<file path="config.mk">
export PLATFORM = sky130hd
export DESIGN_NAME = uart_tx_fifo_flat
export DESIGN_NICKNAME = d
export VERILOG_FILES = /design/src/rtl/uart_tx_fifo_if.sv /design/src/rtl/uart_tx_fifo.sv /design/src/flat_wrapper.sv
export SDC_FILE = /design/constraint.sdc
export NUM_CORES = 1
export LEC_CHECK = 0
export ABC_AREA = 1
export ABC_CLOCK_PERIOD_IN_PS = 2900
export CAP_MARGIN = 20
export CELL_PAD_IN_SITES_DETAIL_PLACEMENT = 1
export CELL_PAD_IN_SITES_GLOBAL_PLACEMENT = 1
export CORE_MARGIN = 5
export CORE_UTILIZATION = 35
export CTS_CLUSTER_DIAMETER = 200
export CTS_CLUSTER_SIZE = 24
export DETAILED_ROUTE_END_ITERATION = 12
export GPL_TIMING_DRIVEN = 0
export PLACE_DENSITY = 0.69
export RECOVER_POWER = 50
export SLEW_MARGIN = 5
export SYNTH_ARGS = -nofsm -noshare
export SYNTH_HDL_FRONTEND = slang
export SYNTH_SLANG_ARGS = --single-unit
</file>
<file path="constraint.sdc">
create_clock -name clk -period 2.9 [get_ports clk]
set_input_delay 0.435 -clock clk [delete_from_list [all_inputs] [get_ports clk]]
set_output_delay 0.435 -clock clk [all_outputs]
set_load 0.005 [all_outputs]
</file>
<file path="src/rtl/uart_tx_fifo_if.sv">
// Write-port, FIFO status and serial-line bundle for uart_tx_fifo.
// The producer uses the master view; the transmitter uses the slave view.
interface uart_tx_fifo_if #(
    parameter int FIFO_AW = 4
);
    logic [7:0]       wr_data;
    logic             wr_en;
    logic             full;
    logic             empty;
    logic [FIFO_AW:0] count;
    logic             overflow;
    logic             TXD;
    logic             busy;
    logic             tx_done;

    modport master (
        output wr_data, wr_en,
        input  full, empty, count, overflow, TXD, busy, tx_done
    );

    modport slave (
        input  wr_data, wr_en,
        output full, empty, count, overflow, TXD, busy, tx_done
    );
endinterface

</file>
<file path="src/rtl/uart_tx_fifo.sv">
// Buffered 8N1 UART transmitter: a circular-buffer FIFO feeding a
// start/data/stop serialiser with its own baud counter, LSB first.
module uart_tx_fifo #(
    parameter int CLKS_PER_BIT = 5000,
    parameter int FIFO_AW      = 4
) (
    input logic           clk,
    input logic           rst_n,
    uart_tx_fifo_if.slave bus
);
    localparam int DEPTH = 1 << FIFO_AW;
    localparam logic [15:0]        BAUD_LAST     = 16'(CLKS_PER_BIT - 1);
    localparam logic [15:0]        BAUD_PRE_LAST = 16'(CLKS_PER_BIT - 2);
    localparam logic [FIFO_AW:0]   FULL_COUNT    = {1'b1, {FIFO_AW{1'b0}}};
    localparam logic [FIFO_AW:0]   CNT_ONE       = 1;
    localparam logic [FIFO_AW-1:0] PTR_ONE       = 1;

    typedef enum logic [1:0] {
        IDLE,
        START,
        DATA,
        STOP
    } state_t;

    logic [7:0]         mem [DEPTH];
    logic [FIFO_AW-1:0] wr_ptr;
    logic [FIFO_AW-1:0] rd_ptr;
    logic [FIFO_AW:0]   count_q;
    logic               ovf_q;

    state_t      state;
    logic [15:0] baud;
    logic [2:0]  bit_idx;
    logic [7:0]  shift;
    logic        txd_q;
    logic        busy_q;
    logic        done_q;

    logic full_w;
    logic empty_w;
    logic baud_end;
    logic push;
    logic pop;

    // Full is judged on the registered occupancy, so a write that meets a
    // full FIFO is dropped even when the serialiser pops on the same edge.
    assign full_w   = (count_q == FULL_COUNT);
    assign empty_w  = (count_q == '0);
    assign baud_end = (baud == BAUD_LAST);
    assign push     = bus.wr_en && !full_w;
    assign pop      = !empty_w && ((state == IDLE) || (state == STOP && baud_end));

    always_ff @(posedge clk or negedge rst_n) begin
        if (!rst_n) begin
            wr_ptr  <= '0;
            rd_ptr  <= '0;
            count_q <= '0;
            ovf_q   <= 1'b0;
        end else begin
            ovf_q <= bus.wr_en && full_w;
            if (push) wr_ptr <= wr_ptr + PTR_ONE;
            if (pop)  rd_ptr <= rd_ptr + PTR_ONE;
            case ({push, pop})
                2'b10:   count_q <= count_q + CNT_ONE;
                2'b01:   count_q <= count_q - CNT_ONE;
                default: count_q <= count_q;
            endcase
        end
    end

    // NOTE: the storage array has no reset; pointers and count alone say which entries are valid.
    always_ff @(posedge clk) begin
        if (push) mem[wr_ptr] <= bus.wr_data;
    end

    // NOTE: every state register here uses <=, so all branches see pre-edge values.
    always_ff @(posedge clk or negedge rst_n) begin
        if (!rst_n) begin
            state   <= IDLE;
            baud    <= '0;
            bit_idx <= '0;
            shift   <= '0;
            txd_q   <= 1'b1;
            busy_q  <= 1'b0;
            done_q  <= 1'b0;
        end else begin
            done_q <= 1'b0;
            case (state)
                IDLE: begin
                    baud   <= '0;
                    txd_q  <= 1'b1;
                    busy_q <= 1'b0;
                    if (pop) begin
                        shift  <= mem[rd_ptr];
                        state  <= START;
                        txd_q  <= 1'b0;
                        busy_q <= 1'b1;
                    end
                end
                START: begin
                    if (baud_end) begin
                        baud    <= '0;
                        bit_idx <= '0;
                        state   <= DATA;
                        txd_q   <= shift[0];
                    end else begin
                        baud <= baud + 16'd1;
                    end
                end
                DATA: begin
                    if (baud_end) begin
                        baud <= '0;
                        if (bit_idx == 3'd7) begin
                            state <= STOP;
                            txd_q <= 1'b1;
                        end else begin
                            bit_idx <= bit_idx + 3'd1;
                            shift   <= {1'b0, shift[7:1]};
                            txd_q   <= shift[1];
                        end
                    end else begin
                        baud <= baud + 16'd1;
                    end
                end
                STOP: begin
                    // Registered pulse lands on the final cycle of the stop bit.
                    if (baud == BAUD_PRE_LAST) done_q <= 1'b1;
                    if (baud_end) begin
                        baud <= '0;
                        if (pop) begin
                            shift <= mem[rd_ptr];
                            state <= START;
                            txd_q <= 1'b0;
                        end else begin
                            state  <= IDLE;
                            busy_q <= 1'b0;
                        end
                    end else begin
                        baud <= baud + 16'd1;
                    end
                end
                default: state <= IDLE;
            endcase
        end
    end

    assign bus.full     = full_w;
    assign bus.empty    = empty_w;
    assign bus.count    = count_q;
    assign bus.overflow = ovf_q;
    assign bus.TXD      = txd_q;
    assign bus.busy     = busy_q;
    assign bus.tx_done  = done_q;
endmodule

</file>
<file path="src/flat_wrapper.sv">
// flat-port wrapper written by rule: the top's interface ports become plain ports
module uart_tx_fifo_flat 
#(
    parameter int CLKS_PER_BIT = 5000,
    parameter int FIFO_AW      = 4
)
  (clk, rst_n, bus_wr_data, bus_wr_en, bus_full, bus_empty, bus_count, bus_overflow, bus_TXD, bus_busy, bus_tx_done);
  uart_tx_fifo_if #(.FIFO_AW(FIFO_AW)) bus_i ();
  input logic clk;
  input logic rst_n;
  input wire logic [$bits(bus_i.wr_data)-1:0] bus_wr_data;
  input wire logic [$bits(bus_i.wr_en)-1:0] bus_wr_en;
  output wire logic [$bits(bus_i.full)-1:0] bus_full;
  output wire logic [$bits(bus_i.empty)-1:0] bus_empty;
  output wire logic [$bits(bus_i.count)-1:0] bus_count;
  output wire logic [$bits(bus_i.overflow)-1:0] bus_overflow;
  output wire logic [$bits(bus_i.TXD)-1:0] bus_TXD;
  output wire logic [$bits(bus_i.busy)-1:0] bus_busy;
  output wire logic [$bits(bus_i.tx_done)-1:0] bus_tx_done;
  assign bus_i.wr_data = bus_wr_data;
  assign bus_i.wr_en = bus_wr_en;
  assign bus_full = bus_i.full;
  assign bus_empty = bus_i.empty;
  assign bus_count = bus_i.count;
  assign bus_overflow = bus_i.overflow;
  assign bus_TXD = bus_i.TXD;
  assign bus_busy = bus_i.busy;
  assign bus_tx_done = bus_i.tx_done;
  uart_tx_fifo #(.CLKS_PER_BIT(CLKS_PER_BIT), .FIFO_AW(FIFO_AW)) u_core (.clk(clk), .rst_n(rst_n), .bus(bus_i));
endmodule
</file>
# Yosys cells after proc, flatten, opt, wreduce, memory -nomap -nowiden
# Memory sizes are Yosys's and may differ from the RTL's.
# Cells that the tools add are included.
# Widths: inputs -> output; s select.
op_classes:
  reduce_logical: 19
  addsub: 6
  n_eq_ne: 17
  mux: 34
op_table:
  columns: ["op", "n"]
  rows:
  - ["$eq 16x13->1 const B", 2]
  - ["$mux 8", 4]
  - ["$pmux 16 s2", 1]
  - ["$pmux 8 s3", 1]
  - ["$add 16x1->16 const B", 1]
  - ["$mux 16", 1]
  - ["$mux 1", 14]
  - ["$ne 2x1->1 const B", 6]
  - ["$reduce_and 4->1", 3]
  - ["$mux 2", 5]
  - ["$pmux 5 s2", 1]
  - ["$mux 3", 3]
  - ["$add 4x1->4 const B", 2]
  - ["$pmux 2 s4", 1]
  - ["$eq 2x2->1 const B", 3]
  - ["$pmux 3 s2", 1]
  - ["$reduce_bool 2->1", 3]
  - ["$add 5x1->5 const B", 1]
  - ["$eq 5x5->1 const B", 1]
  - ["$logic_not 5->1", 1]
  - ["$reduce_and 5->1", 1]
  - ["$sub 5x1->5 const B", 1]
  - ["$eq 2x1->1 const B", 2]
  - ["$logic_and 1x1->1", 4]
  - ["11 further kinds", 13]
totals:
  regBits: 46
  ram_bits: 128
  memories: 1
  in_bits: 11
  out_inout_bits: 11
mem_list:
  columns: ["name", "words", "word_bits", "read_ports", "rd_ports_with_merged_regs", "write_ports", "line", "source"]
  rows:
  - ["u_core.mem", 16, 8, 1, 0, 1, "uart_tx_fifo.sv:25", "logic [7:0] mem [DEPTH];"]

# Longest topological paths before layout
logic_depth:
  word_depth: 7
  ltp_mapped: 15
  ltp_nobuf: 15

# Worst setup path after synthesis
# Ideal clock, no wire load.
synth_timing:
  path_type: "reg-to-reg"
  start: "register u_core.baud[0]"
  end: "register u_core.count_q[4] (netlist: u_core.bus.count[4])"
  setup_time_ns: 0.076
  required_time_ns: 2.824
  slack_ns: 0.519
  path_stages_with_launch: 15
  t_arrival_ns: 2.305
  path_buffers: 0
  synth_period_minus_slack_ns: 2.381
  cell_sequence: "dfrtp_1 ha_1 nand3_1 nor2_4 nand3_4 a21oi_4 ha_1 xor2_1 ha_1 a21o_1 nand2_1 o21ai_1 xor2_1 nand2_1 o21ai_1"
synth_via:
  elab_chain_cells: 6
  elab_cells_between_ends: 8
  cone_classes: "eq/ne: 3; mux: 1; reduce/logical: 4"
synth_lines:
  columns: ["item", "line", "source"]
  rows:
  - ["start, declared", "uart_tx_fifo.sv:32", "logic [15:0] baud;"]
  - ["start signal, assigned", "uart_tx_fifo.sv:107", "baud <= baud + 16'd1;"]
  - ["start signal, assigned", "uart_tx_fifo.sv:122", "baud <= baud + 16'd1;"]
  - ["start signal, assigned", "uart_tx_fifo.sv:139", "baud <= baud + 16'd1;"]
  - ["$eq 16x13->1 *", "uart_tx_fifo.sv:49", "assign baud_end = (baud == BAUD_LAST);"]
  - ["$logic_and 1x1->1 *", "uart_tx_fifo.sv:51", "assign pop = !empty_w && ((state == IDLE) || (state == STOP && baud_end));"]
  - ["$logic_or 1x1->1 *", "uart_tx_fifo.sv:51", null]
  - ["$logic_and 1x1->1 *", "uart_tx_fifo.sv:51", null]
  - ["$eq 2x1->1 / $eq 2x2->1 (equally long branches)", "uart_tx_fifo.sv:63", "case ({push, pop})"]
  - ["$pmux 5 s2 / $reduce_bool 2->1 (equally long branches)", null, null]
  - ["end signal, assigned", "uart_tx_fifo.sv:64", "2'b10: count_q <= count_q + CNT_ONE;"]
  - ["end signal, assigned", "uart_tx_fifo.sv:65", "2'b01: count_q <= count_q - CNT_ONE;"]
  - ["end signal, assigned", "uart_tx_fifo.sv:66", "default: count_q <= count_q;"]
  - ["end, declared", "uart_tx_fifo.sv:28", "logic [FIFO_AW:0] count_q;"]
# Every way passes the cells marked *; elsewhere a longest branch is shown, timed or not.
# A chain may end at the register's enable or synchronous reset.

# Worst setup path in the final report
# Ends and elaborated chain as after synthesis.

==> qor.csv <==
metric,value,unit
outcome,completed,
clk_latency,0.44,ns
mostFrequentLayoutCells,"nand2_1, edfxtp_1, inv_1",
fmax,376,MHz
synth_edf_count,128,
post_synth_instance_area,0.00814,mm²
crit_path_end_kind,flip-flop,
max_slew.worst_pin.slew,0.915,ns
coreArea,0.0228,mm²
grt_antenna_before_repair,0,
ctsLongestPathBuffers,2,
ios,22,
rsz0062_at_grt,no,
drc,0,
cp.required,3.26,ns
area_growth,15.4,%
cp_cell_sequence,ha_1 > nand3_1 > nor2_4 > nand3_4 > a21oi_4 > ha_4 > xor2_1 > ha_1 > a21o_1 > nand2_1 > o21ai_1 > xor2_1 > nand2_1 > o21ai_1,
io_buffers,21,
num_rows,55,
avgSynthCellArea,9.62,µm²
syn_nets,874,
drive_gt1_share,8.86,%
cp_top_family,adder cells,
placed_cells,1181,
routabilityCongestion,0.800,
ys_ff_latch,174,
slowest_stage,dfrtp_1,
vdd_drop_max,0.423,mV
grt_pass1_wl,34300,µm
drtIter0Drc,385,
grt_max_degree,33,
fin_crit_sh,91.8,%
clk_pin_slew_worst_paths,0.07,ns
yosysWarnings,0,
diodes,0,
clk_root_buffer_cell,clkbuf_16,
dpl.hpwl,14400,µm
numCtsBuffers,17,
wl_per_cell,17.6,µm
start_util,35.7,%
startpoint_type,flip-flop,
p_int,4.51,mW
hold_viol,0,
tritoncts,built,
instances_no_fill,1216,
switching_share,26.2,%
gr-total-overflow,0,
syn_inst,846,
r2r_cells,14,
crit_fanout,5,
ys_seq_area_share,61.4,%
final_common_cell,nand2_1,
synthFlopType,edfxtp_1,
fp.dieArea,0.0264,mm²
fin_crit,2.66,ns
powerDensity,652,mW/mm²
drt-total-wl,21400,µm
worst-path-stages,14,
fin_area,0.00939,mm²
cp_num_buf_inv,0,
ys_async_sr_fraction,26.4,%
detail-route-antenna-nets,0,
grt_pass1_vias,6127,
die_height,162,µm
drtPass1Iterations,5,
hold_class,flip-flop to flip-flop,
netlist-cell-type-count,40,
p_comb_share,11.4,%
p_clk_share,39.1,%
setup_violations,0,
die_x,162,µm
cp_slowest_stage_delay,0.40,ns
nFillCells,2595,
avgViaCountPerCell,4.82,
cts_sinks,174,
drv_cap,0,
vias,5865,
power.net_switching,1.61,mW
worstPathArrival,3.03,ns
crit_type,flip-flop to flip-flop,
slew_viol_final,0,
grt_util_all_layers,17.0,%
p_seq_share,49.4,%
place_area,0.00875,mm²
cts-htree-levels,4,
whs_path_depth,2,
fin_skew,0.00831,ns
slew_headroom,38.8,%
rrSetupSlack,0.24,ns
final_nets,918,
p_leak,4.07,nW
-- cell type report --
class / count / area, µm² / share of cell area, %
tap: 313 / 392 / 4.17
inverter: 127 / 478 / 5.09
multi-input combinational: 518 / 2540 / 27.0
sequential: 174 / 5000 / 53.2
clock buffer: 17 / 425 / 4.53
timing repair buffer: 25 / 234 / 2.49
buffer: 27 / 136 / 1.45
clock inverter: 15 / 186 / 1.99
-- sequential cells by signal, indices dropped and copies added (netlist names), 2 cells and up --
register and cells:
u_core.baud 16, u_core.bit_idx 3, u_core.bus.count 5, u_core.mem 128
u_core.rd_ptr 4, u_core.shift 8, u_core.state 2, u_core.wr_ptr 4
-- worst register-to-register path, stage by stage, from the launching register on --
cell	delay, ns
dfrtp_1	0.40
ha_1	0.25
nand3_1	0.15
nor2_4	0.17
nand3_4	0.11
a21oi_4	0.28
ha_4	0.22
xor2_1	0.19
ha_1	0.18
a21o_1	0.10
nand2_1	0.07
o21ai_1	0.18
xor2_1	0.16
nand2_1	0.06
o21ai_1	0.07
-- power groups by stage --
| stage | clock network, mW | registers (mW) | logic [mW] |
|---|---|---|---|
| 4_1_cts | 2.43 | 3.03 | 0.710 |
| 5_1_grt | 2.54 | 3.06 | 0.789 |
| 3_3_place_gp | 0 | 3.07 | 0.673 |
| 3_5_place_dp | 0 | 3.08 | 0.700 |
| 2_1_floorplan | 0 | 3.05 | 0.391 |
| 6_report | 2.39 | 3.02 | 0.699 |
-- cells in the mapped netlist, types with 4 or more instances --
master	count	share of area, %
nand2_1	260	12
edfxtp_1	128	47
inv_1	120	5.5
nand3_1	107	6.6
nor2_1	47	2.2
dfrtp_1	45	14
o21ai_0	19	1.2
ha_1	17	2.6
buf_2	16	0.98
xor2_1	16	1.7
a21oi_1	7	0.43
nor3_1	6	0.37
clkbuf_1	5	0.23
nand4_1	5	0.38
buf_4	4	0.37
nand2_2	4	0.31
-- per-stage QoR --
step | setup TNS, ns | utilization (%) | hold slack, ns | total power [mW] | worst slack, ns
final | 0 | 41.2 | 0.465 | 6.12 | 0.238
after CTS | 0 | 41.2 | 0.470 | 6.17 | 0.00530
after global placement | -6.05 | 38.4 | 0.458 | 3.74 | -0.141
after detailed placement | 0 | 38.4 | 0.388 | 3.78 | 0.00522
after floorplan | 0 | - | 0.139 | 3.44 | 0.519
after global routing | 0 | 41.2 | 0.480 | 6.39 | 0.00205
-- routing by layer --
layer / vias up / track usage (%) / wire, µm
li1: 2818 / - / -
met1: 2892 / 22.2 / 9630
met2: 123 / 28.0 / 10400
met3: 32 / 3.59 / 874
met4: 0 / 6.54 / 532
met5: - / 0 / 0
-- worst paths after layout --
kind | start | endpoint
min in group asynchronous | rst_n | u_core.bit_idx[0]$_DFFE_PN0P_
setup reg to reg | u_core.baud[0]$_DFF_PN0_ | u_core.bus.count[4]$_DFFE_PN0P_
max in group asynchronous | rst_n | u_core.bus.count[2]$_DFFE_PN0P_
setup / recovery | u_core.baud[0]$_DFF_PN0_ | u_core.bus.count[4]$_DFFE_PN0P_
hold / removal | u_core.bus.TXD$_DFFE_PN1P_ | u_core.bus.TXD$_DFFE_PN1P_
hold reg to reg | u_core.bus.TXD$_DFFE_PN1P_ | u_core.bus.TXD$_DFFE_PN1P_
-- cell families after synthesis --
group	after synthesis	synth area share (%)
AOI/OAI and AO/OA	36	2.66
DFF	174	61.4
and+or+nand+nor	447	23.8
buffers and inverters	154	7.55
xor gates and xnor gates	18	1.94
adders and majority gates	17	2.61
-- repair_timing --
action | CTS | global route
pin swaps | 0 | 2
hold buffers | 1 | 0
endpoints found under the setup margin | 1 | 1
hold endpoints to repair | 13 | 0
resized for setup | 1 | 1
buffers inserted | 0 | 2
(Power assumes the default switching activity.)
